[config.mk]
export PLATFORM = sky130hd
export DESIGN_NAME = pic_irq_control
export DESIGN_NICKNAME = d
export VERILOG_FILES = /design/src/rtl/pic_irq_control.sv
export SDC_FILE = /design/constraint.sdc
export NUM_CORES = 1
export LEC_CHECK = 0
export ABC_CLOCK_PERIOD_IN_PS = 10100
export CORE_MARGIN = 2
export CORE_UTILIZATION = 45
export DETAILED_ROUTE_END_ITERATION = 16
export HOLD_SLACK_MARGIN = 0.1
export MAX_ROUTING_LAYER = met4
export PLACE_DENSITY = 0.67
export SLEW_MARGIN = 20
export SYNTH_ARGS = -nofsm -noshare
export SYNTH_HDL_FRONTEND = slang
export SYNTH_SLANG_ARGS = --single-unit
[constraint.sdc]
create_clock -name i_clk -period 10.1 [get_ports i_clk]
set_input_delay 1.01 -clock i_clk [delete_from_list [all_inputs] [get_ports i_clk]]
set_output_delay 1.01 -clock i_clk [all_outputs]
set_load 0.02 [all_outputs]
[src/rtl/pic_irq_control.sv]
// pic_irq_control: 8259-style interrupt path downstream of the mask block.
// Latches requests into IRR, resolves rotating priority against ISR, raises
// INT, runs the two-pulse INTA handshake that returns the vector, and
// services EOI commands.
//
// state  | meaning
// S_IDLE | waiting for first INTA falling edge, INT may be asserted
// S_ACK1 | first INTA seen, winner latched, waiting for second INTA edge
module pic_irq_control #(
  parameter int NUM_IR = 8
) (
  input  logic              i_clk,
  input  logic              i_rst_n,
  input  logic [NUM_IR-1:0] i_ir,
  input  logic [NUM_IR-1:0] i_imr,
  input  logic              i_ltim,
  input  logic              i_aeoi,
  input  logic [4:0]        i_icw2_t,
  input  logic              i_inta_n,
  input  logic              i_eoi_valid,
  input  logic              i_eoi_specific,
  input  logic [2:0]        i_eoi_level,
  input  logic              i_rotate,
  output logic              o_int,
  output logic [7:0]        o_vec,
  output logic              o_vec_valid,
  output logic [NUM_IR-1:0] o_irr,
  output logic [NUM_IR-1:0] o_isr
);

  typedef enum logic {S_IDLE, S_ACK1} state_t;

  state_t      r_state, w_state_next;
  logic [7:0]  r_irr, r_isr, r_ir_d, r_blk;
  logic [2:0]  r_lp, r_id;
  logic        r_spur, r_inta_d, r_int, r_vec_valid;
  logic [7:0]  r_vec;

  logic [7:0]  w_cand, w_ir_rise, w_irr_next, w_blk_next;
  logic [3:0]  w_cand_top, w_isr_top;
  logic [2:0]  w_cand_rank, w_isr_rank, w_take_id, w_eoi_lvl;
  logic        w_elig, w_inta_edge, w_id_load, w_vec_load, w_eoi_hit;
  logic [7:0]  w_ack_set, w_aeoi_clr, w_eoi_clr;

  // Highest-priority set bit of v; priority starts at lp+1 and wraps.
  // Returns {found, id}. Later iterations are higher priority and override.
  function automatic logic [3:0] f_top(input logic [7:0] v, input logic [2:0] lp);
    logic [3:0] res;
    logic [2:0] idx;
    res = 4'd0;
    for (int k = 7; k >= 0; k--) begin
      idx = lp + 3'(k + 1);
      if (v[idx]) res = {1'b1, idx};
    end
    return res;
  endfunction

  // Priority resolution: rank 0 is the highest priority level.
  always_comb begin
    w_cand      = r_irr & ~i_imr;
    w_cand_top  = f_top(w_cand, r_lp);
    w_isr_top   = f_top(r_isr, r_lp);
    w_cand_rank = w_cand_top[2:0] - r_lp - 3'd1;
    w_isr_rank  = w_isr_top[2:0] - r_lp - 3'd1;
    w_elig      = w_cand_top[3] && (!w_isr_top[3] || (w_cand_rank < w_isr_rank));
    w_inta_edge = r_inta_d & ~i_inta_n;
    w_take_id   = w_elig ? w_cand_top[2:0] : 3'd7;
  end

  // FSM state register.
  always_ff @(posedge i_clk or negedge i_rst_n) begin
    if (!i_rst_n) r_state <= S_IDLE;
    else          r_state <= w_state_next;
  end

  // FSM next-state logic: each INTA falling edge advances the handshake.
  always_comb begin
    w_state_next = r_state;
    case (r_state)
      S_IDLE:  if (w_inta_edge) w_state_next = S_ACK1;
      S_ACK1:  if (w_inta_edge) w_state_next = S_IDLE;
      default: w_state_next = S_IDLE;
    endcase
  end

  // FSM outputs: acknowledge set on first edge, vector load / AEOI on second.
  always_comb begin
    w_ack_set  = 8'd0;
    w_aeoi_clr = 8'd0;
    w_id_load  = 1'b0;
    w_vec_load = 1'b0;
    case (r_state)
      S_IDLE: if (w_inta_edge) begin
        w_id_load = 1'b1;
        if (w_elig) w_ack_set = 8'd1 << w_cand_top[2:0];
      end
      S_ACK1: if (w_inta_edge) begin
        w_vec_load = 1'b1;
        if (i_aeoi && !r_spur) w_aeoi_clr = 8'd1 << r_id;
      end
      default: ;
    endcase
  end

  // EOI decode works on the pre-edge ISR; an empty target is a no-op.
  always_comb begin
    w_eoi_hit = 1'b0;
    w_eoi_lvl = 3'd0;
    if (i_eoi_valid) begin
      if (i_eoi_specific) begin
        w_eoi_hit = r_isr[i_eoi_level];
        w_eoi_lvl = i_eoi_level;
      end else begin
        w_eoi_hit = w_isr_top[3];
        w_eoi_lvl = w_isr_top[2:0];
      end
    end
    w_eoi_clr = w_eoi_hit ? (8'd1 << w_eoi_lvl) : 8'd0;
  end

  // IRR update; in level mode an acked line stays blocked until it drops.
  always_comb begin
    w_ir_rise  = i_ir & ~r_ir_d;
    w_blk_next = (r_blk | w_ack_set) & i_ir;
    if (i_ltim) w_irr_next = i_ir & ~(r_blk | w_ack_set);
    else        w_irr_next = (r_irr | w_ir_rise) & i_ir & ~w_ack_set;
  end

  // Datapath registers: IRR/ISR, priority pointer, latched id, vector, INT.
  always_ff @(posedge i_clk or negedge i_rst_n) begin
    if (!i_rst_n) begin
      r_irr       <= 8'd0;
      r_isr       <= 8'd0;
      r_ir_d      <= 8'd0;
      r_blk       <= 8'd0;
      r_lp        <= 3'd7;
      r_id        <= 3'd0;
      r_spur      <= 1'b0;
      r_inta_d    <= 1'b1;
      r_int       <= 1'b0;
      r_vec       <= 8'd0;
      r_vec_valid <= 1'b0;
    end else begin
      r_ir_d      <= i_ir;
      r_inta_d    <= i_inta_n;
      r_irr       <= w_irr_next;
      r_blk       <= w_blk_next;
      r_isr       <= (r_isr & ~w_eoi_clr & ~w_aeoi_clr) | w_ack_set;
      if (w_eoi_hit && i_rotate) r_lp <= w_eoi_lvl;
      if (w_id_load) begin
        r_id   <= w_take_id;
        r_spur <= !w_elig;
      end
      r_vec_valid <= w_vec_load;
      if (w_vec_load) r_vec <= {i_icw2_t, r_id};
      r_int       <= (w_state_next == S_IDLE) && w_elig;
    end
  end

  assign o_int       = r_int;
  assign o_vec       = r_vec;
  assign o_vec_valid = r_vec_valid;
  assign o_irr       = r_irr;
  assign o_isr       = r_isr;

endmodule

* After elaboration in Yosys (flattened, before gate mapping)
Cells that the tools add are included.
Storage, ports and cells: word-level logic and storage cells 133, register bits 51, output and inout port bits 26, input bits 32
Cells by class: order comparisons 10, shifts and indexed selects 3, reductions and logical operators 8, bitwise operators 21, add/subtract/negate cells 11, multiplexer cells 68
Operators with widths (count):
- 8-bit bitwise AND | 8
- 4-bit two-way mux | 16
- 8-bit two-way mux | 8
- 1-bit binary-select mux with 3-bit select | 17
- 8-bit inverter | 6
- 3-bit by 4-bit less-than comparator with 1-bit output, second input constant | 9
- 8-bit bitwise OR | 3
- 1-bit by 3-bit << shifter with 8-bit output, first input constant | 3
- 1-bit two-way mux | 23
- 3-bit adder, second input constant | 4
- 3-bit two-way mux | 3
- 3-bit by 2-bit adder with 3-bit output, second input constant | 2
- 3-bit by 1-bit subtractor with 3-bit output, second input constant | 2
- 3-bit subtractor | 2
- 1-bit logical AND | 4
- 3-bit by 1-bit adder with 3-bit output, second input constant | 1
- 1-bit logical NOT | 3
- 3-bit less-than comparator | 1
- 1-bit inverter | 3
- 1-bit case mux with 2 select lines | 1
- 1-bit bitwise AND | 1
- 1-bit logical OR | 1

* Logic depth before layout (Yosys ltp)
Gate-level depths: netlist (run 1).
word-level depth 24, gate-level depth with buffers 23, depth with buffers taken out 18

* Worst setup path before layout (run 1)
No wires, ideal clock.
path kind register to register, start reg r_lp[0], end reg r_irr[5] (netlist: o_irr[5]), stages on the path, launching flop included 23, arrival 5.283 ns, path slack 4.697 ns, setup time 0.120 ns, period minus slack after synthesis 5.403 ns, buffers on the path 4, data required time 9.980 ns, cell sequence dfstp_2 buf_6 buf_12 buf_6 inv_2 ha_1 clkbuf_1 xnor2_1 mux4_2 a21o_1 a2111oi_4 a211oi_4 ha_1 fa_1 xor2_1 xnor2_1 ha_1 nor2b_1 o21ai_1 o31a_1 nand2_1 nand4bb_1 and3_1
On the way: word-level cells in the longest chain between the ends 22, elaborated cells on any way between the ends 73, classes of those cells add/sub: 11; order compare: 1; shift: 1; mux: 52; bitwise: 5; reduce/logical: 3
RTL lines:
- start, declared | line 35 | logic [2:0] r_lp, r_id;
- start signal, assigned | line 149 | if (w_eoi_hit && i_rotate) r_lp <= w_eoi_lvl;
- 3-bit adder / 1-bit binary-select mux with 3-bit select (equally long branches) | line 52, 53
- 1-bit binary-select mux with 3-bit select / 1-bit two-way mux (equally long branches) | line 53 | if (v[idx]) res = {1'b1, idx};
- 1-bit two-way mux (not written as such) / 4-bit two-way mux (equally long branches) | line 53
- 4-bit two-way mux (7 in series) | line 53
- 3-bit subtractor (on tied branches) | line 63, 64
- 3-bit by 1-bit subtractor with 3-bit output (on tied branches) | line 63, 64
- 3-bit less-than comparator | line 65 | w_elig = w_cand_top[3] && (!w_isr_top[3] || (w_cand_rank < w_isr_rank));
- 1-bit logical OR | line 65
- 1-bit logical AND | line 65
- 8-bit two-way mux (*) | line 95 | if (w_elig) w_ack_set = 8'd1 << w_cand_top[2:0];
- 8-bit two-way mux (*) | line 93 | S_IDLE: if (w_inta_edge) begin
- 8-bit two-way mux (*) | line 92 | case (r_state)
- 8-bit bitwise OR | line 125 | if (i_ltim) w_irr_next = i_ir & ~(r_blk | w_ack_set);
- 8-bit inverter | line 125
- 8-bit bitwise AND | line 125
- 8-bit two-way mux (*) | line 125
- net w_irr_next[5] | line 39 | logic [7:0] w_cand, w_ir_rise, w_irr_next, w_blk_next;
- end signal, assigned | line 146 | r_irr <= w_irr_next;
- end, declared | line 34 | logic [7:0] r_irr, r_isr, r_ir_d, r_blk;
Mark *: on every way through the listed nets, which the timed path passes. The rest lies on a longest branch. The select of a mux whose other input is x is not followed. A chain may end at the register's enable or synchronous reset.

* Worst setup path after layout (run 1)
start reg r_lp[1], end reg r_isr[4] (netlist: o_isr[4])
On the way: word-level cells in the longest chain between the ends 19, elaborated cells on any way between the ends 77, classes of those cells add/sub: 11; order compare: 1; shift: 2; mux: 56; bitwise: 4; reduce/logical: 3
RTL lines:
- 3-bit adder / 1-bit binary-select mux with 3-bit select (equally long branches) | line 52, 53
- 1-bit binary-select mux with 3-bit select / 1-bit two-way mux (equally long branches) | line 53
- 1-bit two-way mux (not written as such) / 4-bit two-way mux (equally long branches) | line 53
- 4-bit two-way mux (7 in series) | line 53
- 3-bit subtractor (on tied branches) | line 63, 64
- 3-bit by 1-bit subtractor with 3-bit output (on tied branches) | line 63, 64
- 3-bit less-than comparator | line 65
- 1-bit logical OR | line 65
- 1-bit logical AND | line 65
- 8-bit two-way mux | line 95
- 8-bit two-way mux | line 93
- 8-bit two-way mux | line 92
- 8-bit bitwise OR (*) | line 148 | r_isr <= (r_isr & ~w_eoi_clr & ~w_aeoi_clr) | w_ack_set;
- end signal, assigned | line 148
- end, declared | line 34
Every way passes the cells marked *; elsewhere a longest branch is shown, timed or not. The select of a mux whose other input is x is not followed.

==> results of run 1 <==
==> stage by stage <==
step	cells	util [%]
floorplan	420	-
global placement	587	53.17
detailed placement	587	53.17
CTS	595	54.19
global route	595	54.19
finish	595	54.19
==> metal layers <==
metal  vias to the layer above  GRT usage (%)  routed length, um
met3                        16          2.531                532
met1                      1805          30.80               4861
met4                         0          5.538                169
met2                       125          39.27               5691
met5                         -              -                  0
li1                       1702              -                  -
==> sequential cells by signal, indices dropped and copies added, names as in the netlist <==
signal and flops:
r_ir_d 8, o_vec_valid 1, o_isr 8, r_inta_d 1, r_state 1, r_lp 3, r_id 3, o_int 1
r_spur 1, r_blk 8, o_irr 8, o_vec 8
==> cells in the final DEF, fill, tap and decap left out, types with 10 or more instances in the layout <==
cell type and n:
nand2b_1 14, a21oi_1 12, o21a_1 10, mux2i_1 12, nor2b_1 11, nand2_1 34, clkdlybuf4s50_1 56, o21ai_0 17
mux2_2 12, dfrtp_1 47, mux4_2 23, nor2_1 27
==> worst max-delay path: stages, from the launching register on <==
cell and delay [ns]:
dfstp_2 0.88, clkinv_1 0.52, ha_1 0.84, inv_1 0.40
mux4_1 0.39, a21o_1 0.21, a2111oi_4 0.40, a211oi_4 0.14
ha_1 0.28, fa_1 0.38, xor2_1 0.16, xnor2_1 0.16
ha_1 0.30, nor2b_1 0.13, o21ai_1 0.13, o31a_1 0.26
nand2_1 0.19, nor4b_2 0.46, a31o_1 0.16
==> cell families after synthesis <==
| logic type | Yosys count | share of synthesized area [%] |
|---|---|---|
| xor+xnor | 9 | 2.176 |
| fa+ha+maj | 10 | 3.249 |
| buf+inv | 33 | 3.800 |
| simple gates | 152 | 20.68 |
| compound gates | 114 | 20.31 |
| mux | 51 | 20.08 |
| flops | 51 | 29.71 |
==> final timing paths <==
path,from,cells after the start,to,slack [ns]
hold / removal,r_blk[6]$_DFF_PN0_,1,r_blk[6]$_DFF_PN0_,0.50
hold reg to reg,r_blk[6]$_DFF_PN0_,1,r_blk[6]$_DFF_PN0_,0.50
max in group asynchronous,i_rst_n,2,r_state$_DFF_PN0_,8.88
setup reg to reg,r_lp[1]$_DFFE_PN1P_,18,o_isr[4]$_DFF_PN0_,3.64
setup / recovery,r_lp[1]$_DFFE_PN1P_,18,o_isr[4]$_DFF_PN0_,3.64
min in group asynchronous,i_rst_n,2,r_blk[7]$_DFF_PN0_,0.80
==> area by class of cell <==
| cell class | instances | area [sq um] |
|---|---|---|
| Timing Repair Buffer | 59 | 580.6 |
| Multi-Input combinational cell | 336 | 2868 |
| Inverter | 12 | 45.04 |
| Fill cell | 850 | 4253 |
| Sequential cell | 51 | 1281 |
| Clock buffer | 7 | 86.33 |
| Tap cell | 129 | 161.4 |
| Clock inverter | 1 | 8.758 |
==> summary.md, run 1 <==
| Metric | Value |
|---|---|
| Status | `finished, final reports clean` |
| Clock slew at reported path FFs | `0.09 ns` |
| Ys async rst share | `100.0%` |
| Fin worst setup slack | `3.636 ns` |
| Post-synth cell types | `90` |
| Via density | `6.131` |
| Total grt overflow | `0` |
| Critical-path maximum fanout | `24` |
| Setup_tns | `0 ns` |
| Vias | `3648` |
| Mapped Cells | `420` |
| Post_cts resized | `0` |
| Gr usage total | `23.44%` |
| H-tree levels | `2` |
| Data required, critical path | `10.35 ns` |
| Synthesized flop and latch total | `51` |
| Startpoint types | `flip-flop` |
| Cell Area, Placed | `0.004936 sq mm` |
| Syn Std Cell Area | `0.004313 sq mm` |
| Skew final | `0.003003 ns` |
| Number of synthesized flops with an enable pin | `0` |
| DP Wirelength | `8.582 mm` |
| Core area | `0.009284 sq mm` |
| P&R area growth vs syn | `16.65%` |
| Seq/Total Area, Yosys | `29.71%` |
| Slew headroom | `41.08%` |
| Pre-CTS setup slack | `3.672 ns` |
| Pin count of the biggest net entering global routing | `52` |
| Yosys warns | `0` |
| Slew Limit Fails | `0` |
| Crit path DAT | `6.71 ns` |
| Die height | `101.9 um` |
| DR WL/cell | `18.91 um` |
| Root Buffer | `clkbuf_8` |
| Die width | `101.9 um` |
| Rows | `35` |
| Port bufs | `57` |
| First-pass GRT wire length | `18.56 mm` |
| Synth cell count leaders | `47 x dfrtp_1, 34 x nand2_1, 27 x nor2_1` |
| RSZ-0062 raised after global routing | `no` |
| Average size of a mapped cell | `10.27 sq um` |
| Initial core utilization | `46.46%` |
| Post-CTS setup buffer count | `0` |
| Most numerous cell in the Yosys netlist | `dfrtp_1` |
| Clk_lat worst skew | `0.30 ns` |
| Total CTS buffers | `5` |
| Routed WL | `11.25 mm` |
| Area contributors post-synth | `dfrtp_1 27%, mux4_2 12%, mux2_2 3.1%` |
| Clock tree buffer depth | `2` |
| Final Wtd Congestion | `0.8790` |
| Count of final setup violators | `0` |
| Crit. End Element | `flip-flop` |
| N_diodes | `0` |
| # clock sinks | `51` |
| Biggest area consumer among synthesized cells | `dfrtp_1` |
| Final min period | `6.464 ns` |
| I/O pin cnt | `58` |
| First DRT Iteration DRCs | `152` |
| Pre-Repair DR Iteration Count | `5` |
| Layout cell share with drive strength beyond 1 | `17.38%` |
| CTS tree | `done` |
| Top FF cell, synth | `dfrtp_1` |
| Top cell type's share of synthesized area | `27.27%` |
| DRC violations left | `0` |
| Worst min-delay path category | `reg2reg` |
| Setup CP Type | `reg2reg` |
| Vias in the first global route | `3546` |
| Post-CTS Hold Buffers | `0` |
| Initial antenna violation count | `0` |
| WHS | `0.4970 ns` |
| Fmax | `154.7 MHz` |
| Final-report hold violation count | `0` |
| DRT antenna net count | `0` |
| Worst Tran Pin Value | `0.8839 ns` |
| Fin nets | `507` |
| Tcrit/Tclk final | `64.00%` |
| Die area | `0.01038 sq mm` |
| Design Area, Final | `0.005031 sq mm` |
| Post-synth net total | `462` |
| Max_cap viols | `0` |
Power of run 1 is not shown: default switching activity piles up to over one toggle a cycle in this logic, so the estimate is an artifact.
==> inputs of run 2 (changes only) <==
ABC_CLOCK_PERIOD_IN_PS = 6250   (was 10100)
clock period = 6.25 ns   (was 10.1 ns; I/O delays follow)
==> run 2 against run 1 <==
- non-clock buffer count rose by 8
- global-route usage fell by 0.20 points
- via count rose by 0.79%
- wire length rose by 0.77%
- flip-flop and latch count did not move
- register-to-register slack got worse by 2.8 ns
- sequential share of layout area fell by 0.28 points
- final cell count rose by 1.3%
- utilization rose by 0.59 points
- count of clock-buffer cells in the layout fell by 2
- critical path depth did not move
- first-iteration DRC count rose by 20%
- critical endpoint is now o_isr[6]$_DFF_PN0_
==> summary.md, run 2 (synthesis results as in run 1) <==
| Metric | Value |
|---|---|
| Status | `finished, final reports clean (unchanged)` |
| # clock sinks | `51 (unchanged)` |
| Routed WL | `11.34 mm (was 11.25 mm)` |
| Pin count of the biggest net entering global routing | `52 (unchanged)` |
| CTS tree | `done (unchanged)` |
| Crit path DAT | `5.67 ns (was 6.71 ns)` |
| Count of final setup violators | `0 (unchanged)` |
| H-tree levels | `2 (unchanged)` |
| Data required, critical path | `6.48 ns (was 10.35 ns)` |
| Die width | `101.9 um (unchanged)` |
| P&R area growth vs syn | `17.93% (was 16.65%)` |
| Crit. End Element | `flip-flop (unchanged)` |
| Setup_tns | `0 ns (unchanged)` |
| Slew headroom | `53.92% (was 41.08%)` |
| Clock tree buffer depth | `2 (unchanged)` |
| Die area | `0.01038 sq mm (unchanged)` |
| Final core occ | `54.78% (was 54.19%)` |
| Tcrit/Tclk final | `87.11% (was 64.00%)` |
| Root Buffer | `clkbuf_8 (unchanged)` |
| Skew final | `0.009260 ns (was 0.003003 ns)` |
| Most common cell after layout, fill and taps aside | `clkdlybuf4s50_1 (unchanged)` |
| Post_cts resized | `0 (unchanged)` |
| DP Wirelength | `8.734 mm (was 8.582 mm)` |
| Worst min-delay path category | `in2async (was reg2reg)` |
| Commonest cells after routing, fill and taps aside | `56 x clkdlybuf4s50_1, 47 x dfrtp_1, 34 x nand2_1 (unchanged)` |
| Critical-path maximum fanout | `16 (was 24)` |
| Gr usage total | `23.24% (was 23.44%)` |
| DRT antenna net count | `0 (unchanged)` |
| Post-CTS setup buffer count | `0 (unchanged)` |
| Via density | `6.098 (was 6.131)` |
| Pre-CTS setup slack | `0.7962 ns (was 3.672 ns)` |
| Startpoint types | `flip-flop (unchanged)` |
| Core area | `0.009284 sq mm (unchanged)` |
| Setup CP Type | `reg2reg (unchanged)` |
| Pre-Repair DR Iteration Count | `5 (unchanged)` |
| Worst Tran Pin Value | `0.6912 ns (was 0.8839 ns)` |
| Clk_lat worst skew | `0.30 ns (about the same)` |
| Fmax | `183.7 MHz (was 154.7 MHz)` |
| Port bufs | `57 (unchanged)` |
| DR WL/cell | `18.81 um (was 18.91 um)` |
| Vias in the first global route | `3496 (was 3546)` |
| Post-CTS Hold Buffers | `0 (unchanged)` |
| Layout cell share with drive strength beyond 1 | `18.99% (was 17.38%)` |
| Rows | `35 (unchanged)` |
| First DRT Iteration DRCs | `182 (was 152)` |
| Total CTS buffers | `5 (unchanged)` |
| Final-report hold violation count | `0 (unchanged)` |
| Total grt overflow | `0 (unchanged)` |
| Final Wtd Congestion | `1.003 (was 0.8790)` |
| Initial core utilization | `46.46% (unchanged)` |
| I/O pin cnt | `58 (unchanged)` |
| RSZ-0062 raised after global routing | `no (unchanged)` |
| Die height | `101.9 um (unchanged)` |
| N_diodes | `0 (unchanged)` |
| Fin worst setup slack | `0.8059 ns (was 3.636 ns)` |
| First-pass GRT wire length | `18.25 mm (was 18.56 mm)` |
| Max_cap viols | `0 (unchanged)` |
| Slew Limit Fails | `0 (unchanged)` |
| Clock slew at reported path FFs | `0.10 ns (was 0.09 ns)` |
| Vias | `3677 (was 3648)` |
| Fillers | `849 (was 850)` |
| Initial antenna violation count | `0 (unchanged)` |
| Final min period | `5.444 ns (was 6.464 ns)` |
| Fin nets | `515 (was 507)` |
| DRC violations left | `0 (unchanged)` |
-- run 2: changes by cell type in the layout (fill, tap and decap cells not counted) --
cell / delta
clkbuf_1: -1
buf_2: -1
clkinv_2: +2
buf_4: +9
inv_6: +1
clkinv_4: -1
clkbuf_8: -1
-- run 2: final cells by class --
type                            instances  area [sq um]  area share [%]
Multi-Input combinational cell        336          2868           56.38
Tap cell                              129         161.4           3.173
Inverter                               12         45.04          0.8856
Timing Repair Buffer                   67         643.1           12.64
Sequential cell                        51          1281           25.19
Clock inverter                          3         18.77          0.3690
Clock buffer                            5         68.82           1.353
-- run 2: worst paths after layout --
check / end / slack [ns] / from / cells past startpoint
worst min register to register: r_blk[7]$_DFF_PN0_ / 0.50 / r_blk[7]$_DFF_PN0_ / 1
max in group asynchronous: o_isr[4]$_DFF_PN0_ / 5.49 / i_rst_n / 1
min in group i_clk: r_blk[7]$_DFF_PN0_ / 0.50 / r_blk[7]$_DFF_PN0_ / 1
worst min-delay path: r_ir_d[2]$_DFF_PN0_ / 0.33 / i_rst_n / 1
worst max register to register: o_isr[6]$_DFF_PN0_ / 0.81 / r_lp[0]$_DFFE_PN1P_ / 18
worst max-delay path: o_isr[6]$_DFF_PN0_ / 0.81 / r_lp[0]$_DFFE_PN1P_ / 18
-- run 2: through the flow --
step	hold WS, ns	area [sq um]	std cells
final	0.3329	5086	603
after floorplan	0.3294	4313	420
after global placement	0.4725	4996	595
after global routing	0.3769	5086	603
after CTS	0.5065	5084	603
after detailed placement	0.4839	4996	595
-- run 2: worst max-delay path: stages (launching register included) --
cell       delay (ns)
dfstp_2          0.54
inv_2            0.08
ha_1             0.69
mux4_2           0.46
mux2_2           0.33
a21o_1           0.18
o2111ai_1        0.27
a21oi_1          0.17
or2_2            0.34
fa_1             0.41
xor2_1           0.16
xnor2_1          0.20
ha_1             0.26
nor2b_1          0.13
o21ai_1          0.12
o31a_1           0.26
nand4_1          0.22
nor3b_2          0.39
o21bai_1         0.17
-- run 2: per-layer routing --
metal  routed length [um]  GRT usage (%)  part of all wire [%]
met1                 4982          32.01                    44
met2                 5634          37.35                    50
met3                  573          2.462                   5.1
met4                  150          5.436                   1.3
met5                    0              -                     0
Power of run 2 is left out for the same reason.
